### src/rtl/memory_stream_reader.sv
// memory_stream_reader
//   Read-side sequencer for a single-write-port RAM with a combinational read port.
//   A start command walks the RAM from base_addr for count words and emits them
//   as a valid/ready stream. Addresses wrap circularly at LENGTH.
// Ports
//   clk, rst_n          rising-edge clock, asynchronous active-low reset
//   start               command strobe, sampled only while idle
//   base_addr, count    command arguments, sampled with start (count may be 0)
//   busy                high from accepted start until the command finishes
//   done, err           one-cycle pulses: command finished / command rejected
//   r_addr, r_data      RAM read port (data is combinational from address)
//   m_valid, m_ready    stream handshake
//   m_data, m_last      registered stream word and end-of-command marker
module memory_stream_reader #(
    parameter int WIDTH     = 32,
    parameter int LENGTH    = 10,
    parameter int ADDR_SIZE = $clog2(LENGTH)
) (
    input  logic                 clk,
    input  logic                 rst_n,
    input  logic                 start,
    input  logic [ADDR_SIZE-1:0] base_addr,
    input  logic [ADDR_SIZE:0]   count,
    output logic                 busy,
    output logic                 done,
    output logic                 err,
    output logic [ADDR_SIZE-1:0] r_addr,
    input  logic [WIDTH-1:0]     r_data,
    output logic                 m_valid,
    input  logic                 m_ready,
    output logic [WIDTH-1:0]     m_data,
    output logic                 m_last
);

    typedef enum logic [1:0] {IDLE, LOAD, STREAM} state_t;

    localparam logic [ADDR_SIZE:0]   LEN_V   = (ADDR_SIZE+1)'(LENGTH);
    localparam logic [ADDR_SIZE-1:0] LAST_A  = ADDR_SIZE'(LENGTH - 1);
    localparam logic [ADDR_SIZE:0]   ONE_CNT = (ADDR_SIZE+1)'(1);

    state_t               state, state_n;
    logic [ADDR_SIZE-1:0] addr;
    logic [ADDR_SIZE:0]   remaining;
    logic                 accept, capture, finish, reject, empty_cmd;
    logic [ADDR_SIZE-1:0] addr_inc;

    // The read address is the walk pointer itself: in STREAM it already points
    // at the next word, so a handshake can capture it without a bubble.
    assign r_addr   = addr;
    assign busy     = (state != IDLE);
    assign addr_inc = (addr == LAST_A) ? '0 : addr + 1'b1;

    always_comb begin
        state_n   = state;
        accept    = 1'b0;
        capture   = 1'b0;
        finish    = 1'b0;
        reject    = 1'b0;
        empty_cmd = 1'b0;
        case (state)
            IDLE: begin
                if (start) begin
                    if ({1'b0, base_addr} >= LEN_V) begin
                        reject = 1'b1;
                    end else if (count == '0) begin
                        empty_cmd = 1'b1;
                    end else begin
                        accept  = 1'b1;
                        state_n = LOAD;
                    end
                end
            end
            LOAD: begin
                capture = 1'b1;
                state_n = STREAM;
            end
            STREAM: begin
                if (m_valid && m_ready) begin
                    if (m_last) begin
                        finish  = 1'b1;
                        state_n = IDLE;
                    end else begin
                        capture = 1'b1;
                    end
                end
            end
            default: state_n = IDLE;
        endcase
    end

    always_ff @(posedge clk or negedge rst_n) begin
        if (!rst_n) begin
            state     <= IDLE;
            addr      <= '0;
            remaining <= '0;
            m_data    <= '0;
            m_valid   <= 1'b0;
            m_last    <= 1'b0;
            done      <= 1'b0;
            err       <= 1'b0;
        end else begin
            state <= state_n;
            done  <= finish | empty_cmd;
            err   <= reject;
            if (accept) begin
                addr      <= base_addr;
                remaining <= count;
            end
            if (capture) begin
                m_data    <= r_data;
                m_valid   <= 1'b1;
                m_last    <= (remaining == ONE_CNT);
                addr      <= addr_inc;
                remaining <= remaining - 1'b1;
            end
            if (finish) begin
                m_valid <= 1'b0;
                m_last  <= 1'b0;
            end
        end
    end

endmodule

### config.mk
export PLATFORM = sky130hd
export DESIGN_NAME = memory_stream_reader
export DESIGN_NICKNAME = d
export VERILOG_FILES = /design/src/rtl/memory_stream_reader.sv
export SDC_FILE = /design/constraint.sdc
export NUM_CORES = 1
export LEC_CHECK = 0
export CORE_ASPECT_RATIO = 2
export CORE_MARGIN = 3
export CORE_UTILIZATION = 40
export CTS_BUF_LIST = sky130_fd_sc_hd__clkbuf_4 sky130_fd_sc_hd__clkbuf_8
export CTS_CLUSTER_DIAMETER = 100
export DETAILED_ROUTE_END_ITERATION = 10
export PLACE_DENSITY = 0.75
export SLEW_MARGIN = 20
export SYNTH_ARGS = -nofsm -noshare
export SYNTH_HDL_FRONTEND = slang
export SYNTH_SLANG_ARGS = --single-unit
export TNS_END_PERCENT = 100
### constraint.sdc
create_clock -name clk -period 5.9 [get_ports clk]
set_clock_uncertainty 0.05 [all_clocks]
set_input_delay 1.77 -clock clk [delete_from_list [all_inputs] [get_ports clk]]
set_output_delay 1.77 -clock clk [all_outputs]
set_load 0.02 [all_outputs]
=== Yosys cells after proc, flatten, opt, wreduce, memory -nomap -nowiden ===
Cells that the tools add are included.

* Bits in registers: 47
* Input bits: 45
* Logic and storage cells: 60

* Add/sub/neg operators: 2
* Order comparisons: 1
* Eq/ne operators: 9
* Muxes and demuxes: 32
* Bitwise logic cells: 1
* Reduce and logical (&&, ||, !) cells: 7

{| class="wikitable"
|+ Operator list
! kind !! count
|-
| $mux 1 || 20
|-
| $mux 4 || 3
|-
| $mux 2 || 5
|-
| $mux 5 || 2
|-
| $ne 2x2->1 const B || 5
|-
| $pmux 2 s3 || 1
|-
| $reduce_bool 2->1 || 3
|-
| $eq 5x1->1 const B || 1
|-
| $logic_not 5->1 || 1
|-
| $reduce_and 5->1 || 1
|-
| $sub 5x1->5 const B || 1
|-
| $add 4x1->4 const B || 1
|-
| $eq 4x4->1 const B || 1
|-
| $ge 4x4->1 const B || 1
|-
| $eq 2x1->1 const B || 1
|-
| $eq 2x2->1 const B || 1
|-
| $logic_not 2->1 || 1
|-
| $pmux 1 s2 || 1
|-
| $logic_and 1x1->1 || 1
|-
| $or 1x1->1 || 1
|}

=== Logic depth before layout (Yosys ltp) ===
* Depth in word-level cells: 7
* Mapped depth: 8
* Gate-level depth less buffers: 6

=== Least setup slack after synthesis ===
OpenSTA, ideal clock, no wires.

* Path type: input to register
* Start: input count[2]
* End: register remaining[2]
* Arrival time: 3.046 ns
* Data required time: 5.727 ns
* Path slack: 2.681 ns
* Stages: 4
* Path buffers: 0
* Cells stage by stage: or4_4 -> o211a_4 -> mux2_4 -> o221a_1

* Word-level cells in the longest chain between the ends: 6
* Elaborated cells between the ends (all ways): 8

{| class="wikitable"
|+ Ends and longest elaborated chain
! item !! line !! text
|-
| from (decl) || 23 || <nowiki>input logic [ADDR_SIZE:0] count,</nowiki>
|-
| $logic_not 5->1 || 65 || <nowiki>end else if (count == '0) begin</nowiki>
|-
| $mux 1 || 65 ||
|-
| $mux 1 || 63 || <nowiki>if ({1'b0, base_addr} >= LEN_V) begin</nowiki>
|-
| $mux 1 || 62 || <nowiki>if (start) begin</nowiki>
|-
| $mux 1 || 60 || <nowiki>case (state)</nowiki>
|-
| $reduce_bool 2->1 (no source line) || n/a ||
|-
| to (signal assigned) || 107 || <nowiki>remaining <= count;</nowiki>
|-
| to (signal assigned) || 114 || <nowiki>remaining <= remaining - 1'b1;</nowiki>
|-
| to (decl) || 43 || <nowiki>logic [ADDR_SIZE:0] remaining;</nowiki>
|}

Parallel ways exist; a longest one is shown, timed or not. The select of a mux whose other input is x is not followed.
A chain may end at the register's enable or synchronous reset.

=== Final worst setup path ===
* Start: input m_ready
* End: register remaining[2]

* Word-level cells in the longest chain between the ends: 4
* Elaborated cells between the ends (all ways): 5

{| class="wikitable"
|+ Ends and longest elaborated chain
! item !! line !! text
|-
| from (decl) || 30 || <nowiki>input logic m_ready,</nowiki>
|-
| $logic_and 1x1->1 (*) || 78 || <nowiki>if (m_valid && m_ready) begin</nowiki>
|-
| $mux 1 (*) || 78 ||
|-
| $pmux 1 s2 (*) || 60 ||
|-
| $mux 5 or $reduce_bool 2->1 (tied branches) || n/a ||
|}

Every way passes the cells marked *; elsewhere a longest branch is shown, timed or not.

==> out/summary.md <==
The area of the die came out at 6210 um^2. Max-cap violations in this run came to 0. The number of antenna violations at the first check in global routing was 0; the via count of the first global-routing pass was 1816.

From synthesis to final layout, the design area changed by 47.1%. The minimum clock period was 3.68 ns. The slowest stage of the critical path belongs to the cell sky130_fd_sc_hd__clkdlybuf4s50_1.

Dividing the detail-routed via count by the number of cells gives 5.05. Once layout is complete, the cells apart from fillers number 364. Summing internal, switching and leakage power gives 0.00164 W. In this run the cell area measured after placement is 3000 um^2.

After routing the design area is 3090 um^2. The core region is 4950 um^2. For this design the top-level I/O count stands at 86.

Yosys mapped the design onto 37 distinct sky130hd cell types. The power per unit of standard cell area works out to 529 nW/um^2. VDD sags by at most 0.336 mV. The share of layout cells above drive strength 1 is 0.0684. The global-route total usage across every layer is 0.171, and the setup slack of the most critical reg-to-reg path is 3.46 ns.

The H-tree was split into 2 levels. Entering global routing, the biggest net connects 48 pins. The depth of the worst hold-timing path works out to 2.

Sort of element at the end of the critical path: a flip-flop. Setup repair after global routing left no endpoint under its margin. The critical path in this run is classified as input port to flip-flop. The post-synth design cell area is 2100 um^2, and the synthesis warning total is 0.

The worst hold path terminates at m_data[28]. Counting tap cells, the placed design contains a total of 356 instances. For the DRC violations left, the log shows 0. The synthesized netlist cell count was 220. TritonCTS built the clock tree. The tools report the root buffer cell as sky130_fd_sc_hd__clkbuf_8. The run gives 0 as the number of endpoints failing setup at the final stage. The starting utilization of the core area is 0.424, and the final number of hold-violating endpoints is 0.

The worst relative slew slack is 0.614. The number of antenna diodes in the final layout is 0. The number of pins exceeding their max-slew limit in the final report is 0, and the clock buffer count from CTS is 5. The run finished with clean final reports. The run gives 0 as the overall overflow remaining after global route. From bottom edge to top edge, the die measures 108 um. The signal on the critical path passes through clkdlybuf4s50_1, and4b_2, o21ai_4, buf_4, mux2_4, o221a_1. The floorplan has 36 rows. The run gives 2.22 ns as the worst setup margin.

The register bit count reported by yosys is 47, and the final sum of negative setup slack is 0 ns. The clock latency on the worst-skew pair was 0.29 ns; the transition time of the tightest slew-check pin was 0.579 ns. The worst register-to-register path has a depth of 7.

For this design, the CTS-stage hold fixing added 0 buffers. The routed design has 5130 um of wire. The maximum clock frequency is 0.272 GHz, and the sum of net half-perimeters after detailed placement is 3890 um. At the end of the flow, the number of nets in the layout was 356.

The static leakage power is 1.44 nW, and the TritonCTS sink count is 47. The portion of the post-synthesis area used by sequential elements is 0.560, and the x dimension of the die is 57.2 um. The top fanout value on the critical path is 25, and the routed via count is 1838.

The final routed wire length divided by cell count came out at 14.1 um. Buffers added to address setup during post-CTS repair amount to 0. STA classifies the critical path startpoint as an input port.

At the end of routability-driven placement, the weighted congestion stood at 0.836. The endpoint identified for the worst register-to-register timing path is remaining[2]. The number of fill cells in the layout is 454. The violation count after the first detailed-routing iteration was 43; the average cell area after synthesis was 9.55 um^2. For this run, the detailed router's first-pass iteration total came to 4. The number of nets in the synthesized netlist is 270.

For the worst setup path, the data required time is 6.03 ns. Origin of the critical flop-to-flop path: state[0]. Once detail routing completed, the nets flagged for antenna violations numbered 0. The first global-routing pass estimated 8220 um of wire. The deepest clock path buffer count was 2; the clock slew seen by the registers of the worst setup and hold paths was 0.08 ns.

At the worst endpoint, the arrival time is 3.81 ns. The count of instances resized after the clock tree is built came out at 0. Before CTS, the worst setup slack after placement is 1.89 ns. The final critical-path share of the clock period is 0.623. Port buffering added 85 buffers.

The path class of the tightest hold or removal check is flip-flop to flip-flop. The delay of the slowest critical-path stage works out to 0.43 ns. In this run the most critical hold path is launched from m_data[28].
==> metrics by stage <==
| step | hold slack (ns) | util |
|---|---|---|
| 2_1_floorplan | 0.453 | - |
| 3_3_place_gp | 0.407 | 0.605 |
| 3_5_place_dp | 0.411 | 0.605 |
| 4_1_cts | 0.433 | 0.623 |
| 5_1_grt | 0.452 | 0.624 |
| 6_report | 0.426 | 0.624 |
==> cell usage after synthesis (all sizes together) <==
master	count	area (um^2)
nand2	103	387
dfrtp	47	1180
inv	6	22.5
a221o	5	50.1
ha	5	62.6
mux2i	5	50.1
nor2	5	18.8
buf	4	26.3
clkbuf	4	15.0
mux2	3	37.5
o21a	3	22.5
o21ai	3	18.8
a21oi	2	10.0
a31oi	2	12.5
nand3	2	10.0
nand4	2	12.5
nor2b	2	12.5
nor3	2	10.0
o211ai	2	20.0
o221a	2	22.5
a21boi	1	7.51
a21o	1	7.51
and2	1	7.51
and4b	1	11.3
nand4b	1	8.76
nor3b	1	7.51
nor4b	1	8.76
o211a	1	17.5
o31ai	1	7.51
or4	1	11.3
xnor2	1	8.76
==> state kept, by name (all words and copies together), names as in the netlist <==
signal and cells:
r_addr 4, m_last 1, m_valid 1, err 1, remaining 5, state 2
done 1, m_data 32
==> where the power goes <==
part	total (W)	switching [W]	internal, W
Combinational	0.000870	0.000463	0.000408
Sequential	0.000575	0.000103	0.000472
Clock	0.000190	0.000102	0.0000875
==> layout by cell type (no fill, tap or decap), drive strengths merged, types with 2 or more instances in the layout <==
master and instances:
nand2 103, clkdlybuf4s50 84, dfrtp 47, inv 6
clkbuf 6, nor2 5, a221o 5, mux2i 5
ha 5, o21a 3, buf 3, mux2 3
o21ai 3, nand4 2, nor2b 2, a31oi 2
a21oi 2, nand3 2, nor3 2, o211ai 2
o221a 2
==> worst max-delay path, delay by kind of cell <==
family / cells / cell delay, ns
buffers and inverters: 2 / 0.81
AND/OR/NAND/NOR: 1 / 0.25
multiplexers: 1 / 0.32
AO/OA/AOI/OAI: 2 / 0.65
==> metal layers <==
metal / vias up / wire, um / GRT usage
met2: 65 / 2820 / 0.313
li1: 897 / - / -
met3: 13 / 240 / 0.0311
met1: 863 / 1910 / 0.183
met5: - / 0 / 0
met4: 0 / 162 / 0.0813
==> worst max path at each step <==
stage / start / endpoint / slack [ns] / cells after the start
finish: m_ready / remaining[2] / 2.22 / 6
global placement: m_ready / remaining[2] / 1.92 / 6
detailed placement: m_ready / remaining[3] / 1.89 / 6
global route: m_ready / remaining[2] / 2.12 / 6
floorplan: count[2] / remaining[2] / 2.68 / 4
CTS: m_ready / remaining[3] / 2.21 / 6
==> area by class of cell <==
| cell class | instances | area (um^2) | area share |
|---|---|---|---|
| sequential | 47 | 1180 | 0.381 |
| multi-input combinational | 159 | 868 | 0.281 |
| timing repair buffer | 87 | 863 | 0.279 |
| clock buffer | 6 | 76.3 | 0.0247 |
| tap | 57 | 71.3 | 0.0231 |
| inverter | 6 | 22.5 | 0.00729 |
| clock inverter | 2 | 12.5 | 0.00405 |
==> cell families (layout without fill, tap and decap cells) <==
family / Yosys count / after routing / synth area share
simple gates: 122 / 122 / 0.241
mux: 8 / 8 / 0.0417
compound gates: 23 / 23 / 0.0935
fa+ha+maj: 5 / 5 / 0.0298
xor+xnor: 1 / 1 / 0.00417
buf+inv: 14 / 101 / 0.0304
flops: 47 / 47 / 0.560
(Power assumes the default switching activity.)
